File: src/rtl/alu_exec_stage.sv
// Execute-stage ALU with a registered result/branch flag/tag and valid/ready on both sides.
// Define SERIAL_SHIFT_EN to run SLL/SRL/SRA one bit per cycle instead of a barrel shifter.
module alu_exec_stage #(
   parameter int DATA_WIDTH = 32
) (
   input  logic                  clk,
   input  logic                  rst_n,
   input  logic                  flush,
   input  logic                  in_valid,
   output logic                  in_ready,
   input  logic [3:0]            Operation,
   input  logic [DATA_WIDTH-1:0] SrcA,
   input  logic [DATA_WIDTH-1:0] SrcB,
   input  logic [4:0]            rd_in,
   output logic                  out_valid,
   input  logic                  out_ready,
   output logic [DATA_WIDTH-1:0] ALUResult,
   output logic                  Zero,
   output logic [4:0]            rd_out
);

   // Handshake: a request moves on an edge where in_valid && in_ready; a result
   // moves on an edge where out_valid && out_ready. Held outputs never change while stalled.
`ifdef SERIAL_SHIFT_EN
   typedef enum logic [0:0] {IDLE, SHIFT} state_t;
`else
   typedef enum logic [0:0] {IDLE} state_t;
`endif

   state_t                state_q, state_d;
   logic                  out_valid_q, out_valid_d;
   logic [DATA_WIDTH-1:0] result_q, result_d;
   logic                  zero_q, zero_d;
   logic [4:0]            rd_q, rd_d;

   logic [DATA_WIDTH-1:0] alu_res;
   logic                  alu_zero;
   logic [DATA_WIDTH-1:0] diff;
   logic                  lt;
   logic [4:0]            shamt;
   logic                  out_free;
   logic                  in_ready_int;
   logic                  accept;

`ifdef SERIAL_SHIFT_EN
   logic                  is_shift;
   logic [4:0]            cnt_q, cnt_d;
   logic [DATA_WIDTH-1:0] acc_q, acc_d;
   logic [1:0]            sop_q, sop_d;
   logic [4:0]            srd_q, srd_d;

   assign is_shift = (Operation == 4'b0100) || (Operation == 4'b0101) ||
                     (Operation == 4'b0111);
`endif

   always_comb begin
      diff     = SrcA - SrcB;
      lt       = $signed(SrcA) < $signed(SrcB);
      shamt    = SrcB[4:0];
      alu_res  = '0;
      alu_zero = 1'b0;
      case (Operation)
         4'b0000: alu_res = SrcA & SrcB;
         4'b0001: alu_res = SrcA | SrcB;
         4'b0010: alu_res = SrcA + SrcB;
         4'b0011: alu_res = SrcA ^ SrcB;
         4'b0110: alu_res = diff;
         4'b0100: alu_res = SrcA << shamt;
         4'b0101: alu_res = SrcA >> shamt;
         4'b0111: alu_res = DATA_WIDTH'($signed(SrcA) >>> shamt);
         // 1100 is shared by SLT and BLT: the flag and the 0/1 result agree.
         4'b1100: begin
            alu_res  = {{(DATA_WIDTH-1){1'b0}}, lt};
            alu_zero = lt;
         end
         4'b1000: begin alu_res = diff; alu_zero = (SrcA == SrcB); end
         4'b1010: begin alu_res = diff; alu_zero = (SrcA != SrcB); end
         4'b1001: begin alu_res = diff; alu_zero = !lt; end
         default: begin alu_res = '0; alu_zero = 1'b0; end
      endcase
   end

   always_comb begin
      out_free     = !out_valid_q || out_ready;
      in_ready_int = (state_q == IDLE) && out_free && !flush;
      accept       = in_valid && in_ready_int;

      state_d     = state_q;
      out_valid_d = out_valid_q;
      result_d    = result_q;
      zero_d      = zero_q;
      rd_d        = rd_q;
`ifdef SERIAL_SHIFT_EN
      cnt_d = cnt_q;
      acc_d = acc_q;
      sop_d = sop_q;
      srd_d = srd_q;
`endif

      if (out_valid_q && out_ready) out_valid_d = 1'b0;

`ifdef SERIAL_SHIFT_EN
      if (accept && is_shift) begin
         state_d = SHIFT;
         cnt_d   = SrcB[4:0];
         acc_d   = SrcA;
         sop_d   = Operation[1:0];
         srd_d   = rd_in;
      end else if (accept) begin
         out_valid_d = 1'b1;
         result_d    = alu_res;
         zero_d      = alu_zero;
         rd_d        = rd_in;
      end

      if (state_q == SHIFT) begin
         if (cnt_q != 5'd0) begin
            cnt_d = cnt_q - 5'd1;
            case (sop_q)
               2'b00:   acc_d = acc_q << 1;
               2'b01:   acc_d = acc_q >> 1;
               default: acc_d = {acc_q[DATA_WIDTH-1], acc_q[DATA_WIDTH-1:1]};
            endcase
         end else if (out_free) begin
            // Counter parked at 0 until the output register can take the result.
            out_valid_d = 1'b1;
            result_d    = acc_q;
            zero_d      = 1'b0;
            rd_d        = srd_q;
            state_d     = IDLE;
         end
      end
`else
      if (accept) begin
         out_valid_d = 1'b1;
         result_d    = alu_res;
         zero_d      = alu_zero;
         rd_d        = rd_in;
      end
`endif

      if (flush) begin
         out_valid_d = 1'b0;
         state_d     = IDLE;
`ifdef SERIAL_SHIFT_EN
         cnt_d = 5'd0;
`endif
      end
   end

   always_ff @(posedge clk or negedge rst_n) begin
      if (!rst_n) begin
         state_q     <= IDLE;
         out_valid_q <= 1'b0;
         result_q    <= '0;
         zero_q      <= 1'b0;
         rd_q        <= 5'd0;
`ifdef SERIAL_SHIFT_EN
         cnt_q <= 5'd0;
         acc_q <= '0;
         sop_q <= 2'b00;
         srd_q <= 5'd0;
`endif
      end else begin
         state_q     <= state_d;
         out_valid_q <= out_valid_d;
         result_q    <= result_d;
         zero_q      <= zero_d;
         rd_q        <= rd_d;
`ifdef SERIAL_SHIFT_EN
         cnt_q <= cnt_d;
         acc_q <= acc_d;
         sop_q <= sop_d;
         srd_q <= srd_d;
`endif
      end
   end

   // Gated with rst_n so the stage never advertises space while held in reset.
   assign in_ready  = in_ready_int && rst_n;
   assign out_valid = out_valid_q;
   assign ALUResult = result_q;
   assign Zero      = zero_q;
   assign rd_out    = rd_q;

endmodule

File: config.mk
export PLATFORM = sky130hd
export DESIGN_NAME = alu_exec_stage
export DESIGN_NICKNAME = d
export VERILOG_FILES = /design/src/rtl/alu_exec_stage.sv
export SDC_FILE = /design/constraint.sdc
export NUM_CORES = 1
export LEC_CHECK = 0
export BUFFER_PORTS_ARGS = -buffer_cell sky130_fd_sc_hd__buf_2
export CORE_MARGIN = 2
export CORE_UTILIZATION = 40
export CTS_BUF_LIST = sky130_fd_sc_hd__clkbuf_4 sky130_fd_sc_hd__clkbuf_8 sky130_fd_sc_hd__clkbuf_16
export DETAILED_ROUTE_END_ITERATION = 16
export PLACE_DENSITY_LB_ADDON = 0.3
export SETUP_SLACK_MARGIN = 0.4
export SLEW_MARGIN = 10
export SYNTH_ARGS = -nofsm -noshare
export SYNTH_HDL_FRONTEND = slang
export SYNTH_SLANG_ARGS = --single-unit
File: constraint.sdc
create_clock -name clk -period 2.7 [get_ports clk]
set_clock_uncertainty 0.2 [all_clocks]
set_input_delay 0.54 -clock clk [delete_from_list [all_inputs] [get_ports clk]]
set_output_delay 0.54 -clock clk [all_outputs]
set_load 0.02 [all_outputs]
# == Word level (Yosys, flattened, before mapping) ==
# Cells that the tools add are included.
# Widths: inputs -> output; s select.
# totals
ff_bits,39
input_bits,78
output_inout_bits,40
wordCells,42
# op_classes
n_addsub,2
magnitude_cmp,1
eq_ne,13
n_shift,3
mux,5
bitwise_logic,3
reduce_logical,11
# op_table
op,n
$pmux 32 s9,1
$add 32x32->32,1
$and 32x32->32,1
$eq 32x32->1,1
$lt 32x32->1,1
$ne 32x32->1,1
$or 32x32->32,1
$shl 32x5->32,1
$shr 32x5->32,1
$sshr 32x5->32,1
$sub 32x32->32,1
$xor 32x32->32,1
$eq 4x3->1 const B,4
$eq 4x4->1 const B,4
$eq 4x2->1 const B,2
$eq 4x1->1 const B,1
$logic_and 1x1->1,4
$logic_not 4->1,1
$pmux 1 s4,1
$reduce_or 4->1,1
$logic_not 1->1,3
$mux 1,3
$reduce_bool 3->1,1
$logic_or 1x1->1,1

# == Longest topological paths before layout ==
# depth
word_depth,6
depth_mapped,16
depth_no_buf,14

# == Least setup slack after synthesis ==
# No wires, ideal clock.
# synth_timing
kind,input -> register
start,input SrcB[1]
end,register result_q[31] (netlist: ALUResult[31])
setup_ns,0.067
arrival_time_ns,3.919
t_required_ns,2.433
path_slack_ns,-1.486
cell_stages,16
path_buffers,4
path_cell_list,clkbuf_1 inv_1 buf_2 buf_2 buf_1 ha_1 o21bai_1 a21oi_1 o211ai_1 a221oi_1 o31a_1 nand4_1 a21boi_1 nor4_1 o41ai_1 o311a_1
# synth_via
elab_chain_len,2
word_cells_on_any_way,6
classes_between,2 x add/sub; 3 x shift; 1 x mux
# synth_rtl
item,line_no,text
from (decl),13,"input logic [DATA_WIDTH-1:0] SrcB,"
$sub 32x32->32 (tied with other cells),57,diff = SrcA - SrcB;
$pmux 32 s9 (*),62,case (Operation)
to (signal assigned),167,result_q <= result_d;
to (decl),32,"logic [DATA_WIDTH-1:0] result_q, result_d;"
# Every way passes the cells marked *; elsewhere a longest branch is shown, timed or not.
# A chain may end at the register's enable or synchronous reset.

# == Worst setup path after layout ==
# layout_timing
start,input SrcA[7]
end,register result_q[24] (netlist: ALUResult[24])
# layout_via
elab_chain_len,2
word_cells_on_any_way,6
classes_between,2 x add/sub; 3 x shift; 1 x mux
# layout_rtl
item,line_no,text
from (decl),12,"input logic [DATA_WIDTH-1:0] SrcA,"
$sub 32x32->32 (tied with other cells),57,
$pmux 32 s9 (*),62,
# Marked as above.

==> out/results.ini <==
[outcome]
status = complete, but fails checks
violations = setup timing

[drt]
ant_nets = 0
via_per_inst = 6.072
drc_errors = 0
drt-total-wl_um = 57870
num_vias = 14990
drtPass1Iterations = 6
drtIter0Drc = 1679
wl_per_cell_um = 23.44

[floorplanning]
design.portCount = 118
die_area_um2 = 26570
dieHeight_um = 163
die_w_um = 163
row_count = 58
core_area_um2 = 25040
initial_core_util_pct = 40.39

[grt]
grt_overflow = 0
grt_util_met1_pct = 55.82
grt.total_usage_pct = 41.74
use_met2_pct = 66.20
grt_pass1_wl_um = 83710
use_met3_pct = 8.862
grt_pass1_vias = 14020
grt_max_degree = 65
antenna_found_initial = 1
grt-busiest-layer = met2

[sta]
finalSetupViolCount = 32
grt_setup_unrepaired = yes
finalCritPeriodShare_pct = 122.4
max_slew_margin_pct = 58.68
fin_crit_ns = 3.304
drv_slew = 0
tightest_slew_ns = 0.6147
setup_slack_ns = -0.6041
finalHoldViolCount = 0
holdWs_ns = 0.1781
fmax_ghz = 0.3027

[worst_setup_path]
r2r_setup_slack_ns = -0.07
worst_setup_path_end_kind = flop
rr_endpoint = ALUResult[26]
worstPathMaxFanout = 3
cp-start-kind = input port
worst-r2r-cell-count = 10
crit_arrival_ns = 3.29
r2r-start = out_valid
crit_required_ns = 2.69
crit_type = in -> reg
crit_start = SrcA[7]

[finish]
final_area_um2 = 17290
area_delta_synth_final_pct = 70.97
nNetsFinal = 2315
layout_common_cells = buf_4 (566), nor2_1 (173), nand2_1 (143)
instances_no_fill = 2469
fill_cells = 2129
mostFrequentLayoutCell = buf_4
multi_input_area_um2 = 9676
drive_gt1_share_pct = 47.71
seqCellArea_um2 = 975.9

[place]
dp.final_hpwl_um = 46340
portBuffers = 117
place_ws_ns = -1.115
place_congestion = 1.028
placed_area_um2 = 15120
placed_cells = 2400

[clock_network]
clock_latency_ns = 0.29
cts_made_buffers = 5
ctsRootBufferMaster = clkbuf_16
clockBufferDepth = 2
cts.sinks = 39
clk_pin_slew_worst_paths_ns = 0.07
cts-htree-levels = 2
cts_tree = yes

[synth]
yosysUniqueCellTypes = 76
syn_area_per_cell_um2 = 6.666
syn_inst = 1517
ys_warn_count = 0
syn_area_um2 = 10110
ys_seq_elements = 39
synth_fp_nets = 1695
synth_edf_count = 0
ys.flop_type = dfrtp_1
ys_seq_area_share_pct = 9.651
async_reset_ff_share_pct = 100.0

[min_path]
hp-class = in -> async

[job]
cap_violations = 0

[power]
ir_drop_uv = 422.9
leakage_nw = 8.091
power_density_nw_per_um2 = 310.4

area by class of cell:
cell class / instances / share of cell area (%)
Sequential cell: 39 / 5.645
Timing Repair Buffer: 730 / 32.32
Clock inverter: 3 / 0.2533
Tap cell: 330 / 2.388
Inverter: 106 / 2.692
Antenna cell: 1 / 0.01447
Clock buffer: 5 / 0.7237
Multi-Input combinational cell: 1255 / 55.96
where the power goes:
group	internal (mW)	total [mW]	switching [mW]
Sequential	0.686	0.751	0.0646
Clock	0.436	0.700	0.263
Combinational	1.78	3.92	2.13
cells in the mapped netlist, drive strengths merged (17+ instances only):
cell | instances | area share [%]
nor2 | 189 | 7.0
a21oi | 182 | 9.0
nand2 | 148 | 5.5
o21ai | 125 | 6.2
inv | 102 | 3.8
ha | 98 | 12
clkbuf | 86 | 3.2
dfrtp | 39 | 9.7
mux2i | 34 | 3.4
nor3 | 33 | 1.6
buf | 31 | 1.4
nand3 | 31 | 1.5
o211ai | 29 | 2.3
a21o | 24 | 1.8
a211oi | 21 | 1.6
mux2 | 19 | 2.1
mux4 | 17 | 3.8
how the worst max path moves through the flow:
stage / to / slack, ns
2_1_floorplan: ALUResult[24] / -0.72
3_3_place_gp: ALUResult[7] / -1.09
3_5_place_dp: ALUResult[0] / -1.11
4_1_cts: ALUResult[0] / -0.54
5_1_grt: ALUResult[0] / -0.67
6_report: ALUResult[24] / -0.60
routing by layer:
layer,part of all wire [%],up-vias,routed length [um]
met3,11,172,6490
li1,-,6805,-
met5,0,-,0
met2,44,935,25270
met4,4.4,0,2571
met1,41,7081,23540
worst max-delay path, cell delays in order:
cell      delay (ns)
buf_2           0.11
inv_2           0.09
ha_4            0.21
or4_4           0.48
or3_4           0.34
a211o_1         0.27
o211ai_4        0.13
o211ai_2        0.14
and2_4          0.20
o21a_1          0.19
a221o_1         0.34
a21oi_1         0.15
o21ai_1         0.08
timing repair:
action / 4_1_cts / 5_1_grt
pin swaps: 90 / 60
gates resized for setup: 276 / 101
setup buffers: 40 / 20
hold buffers: 0 / 0
endpoints found under the setup margin: 33 / 33
flip-flops by register name (all words and copies together) (netlist names):
name       flops
ALUResult     32
rd_out         5
out_valid      1
Zero           1
cells by family (layout without fill, tap and decap cells):
logic type                 Yosys count  count (layout)  share of synthesized area (%)
buffers and inverters              223             844                          8.500
other                                0               1                              0
and+or+nand+nor                    496             496                          21.88
muxes                               70              70                          9.268
xor gates and xnor gates            15              15                          1.299
AOI/OAI and AO/OA                  574             574                          36.88
DFF                                 39              39                          9.651
adders and majority gates          100             100                          12.52
per-stage QoR:
stage	utilization (%)	power, mW	setup TNS (ns)
after floorplan	-	2.413	-13.57
after global placement	60.38	4.025	-24.96
after detailed placement	60.38	4.048	-26.40
after CTS	66.77	5.091	-7.932
after global routing	69.05	5.604	-12.65
final	69.06	5.366	-10.01
No activity file was read; power rests on OpenSTA's default activity.
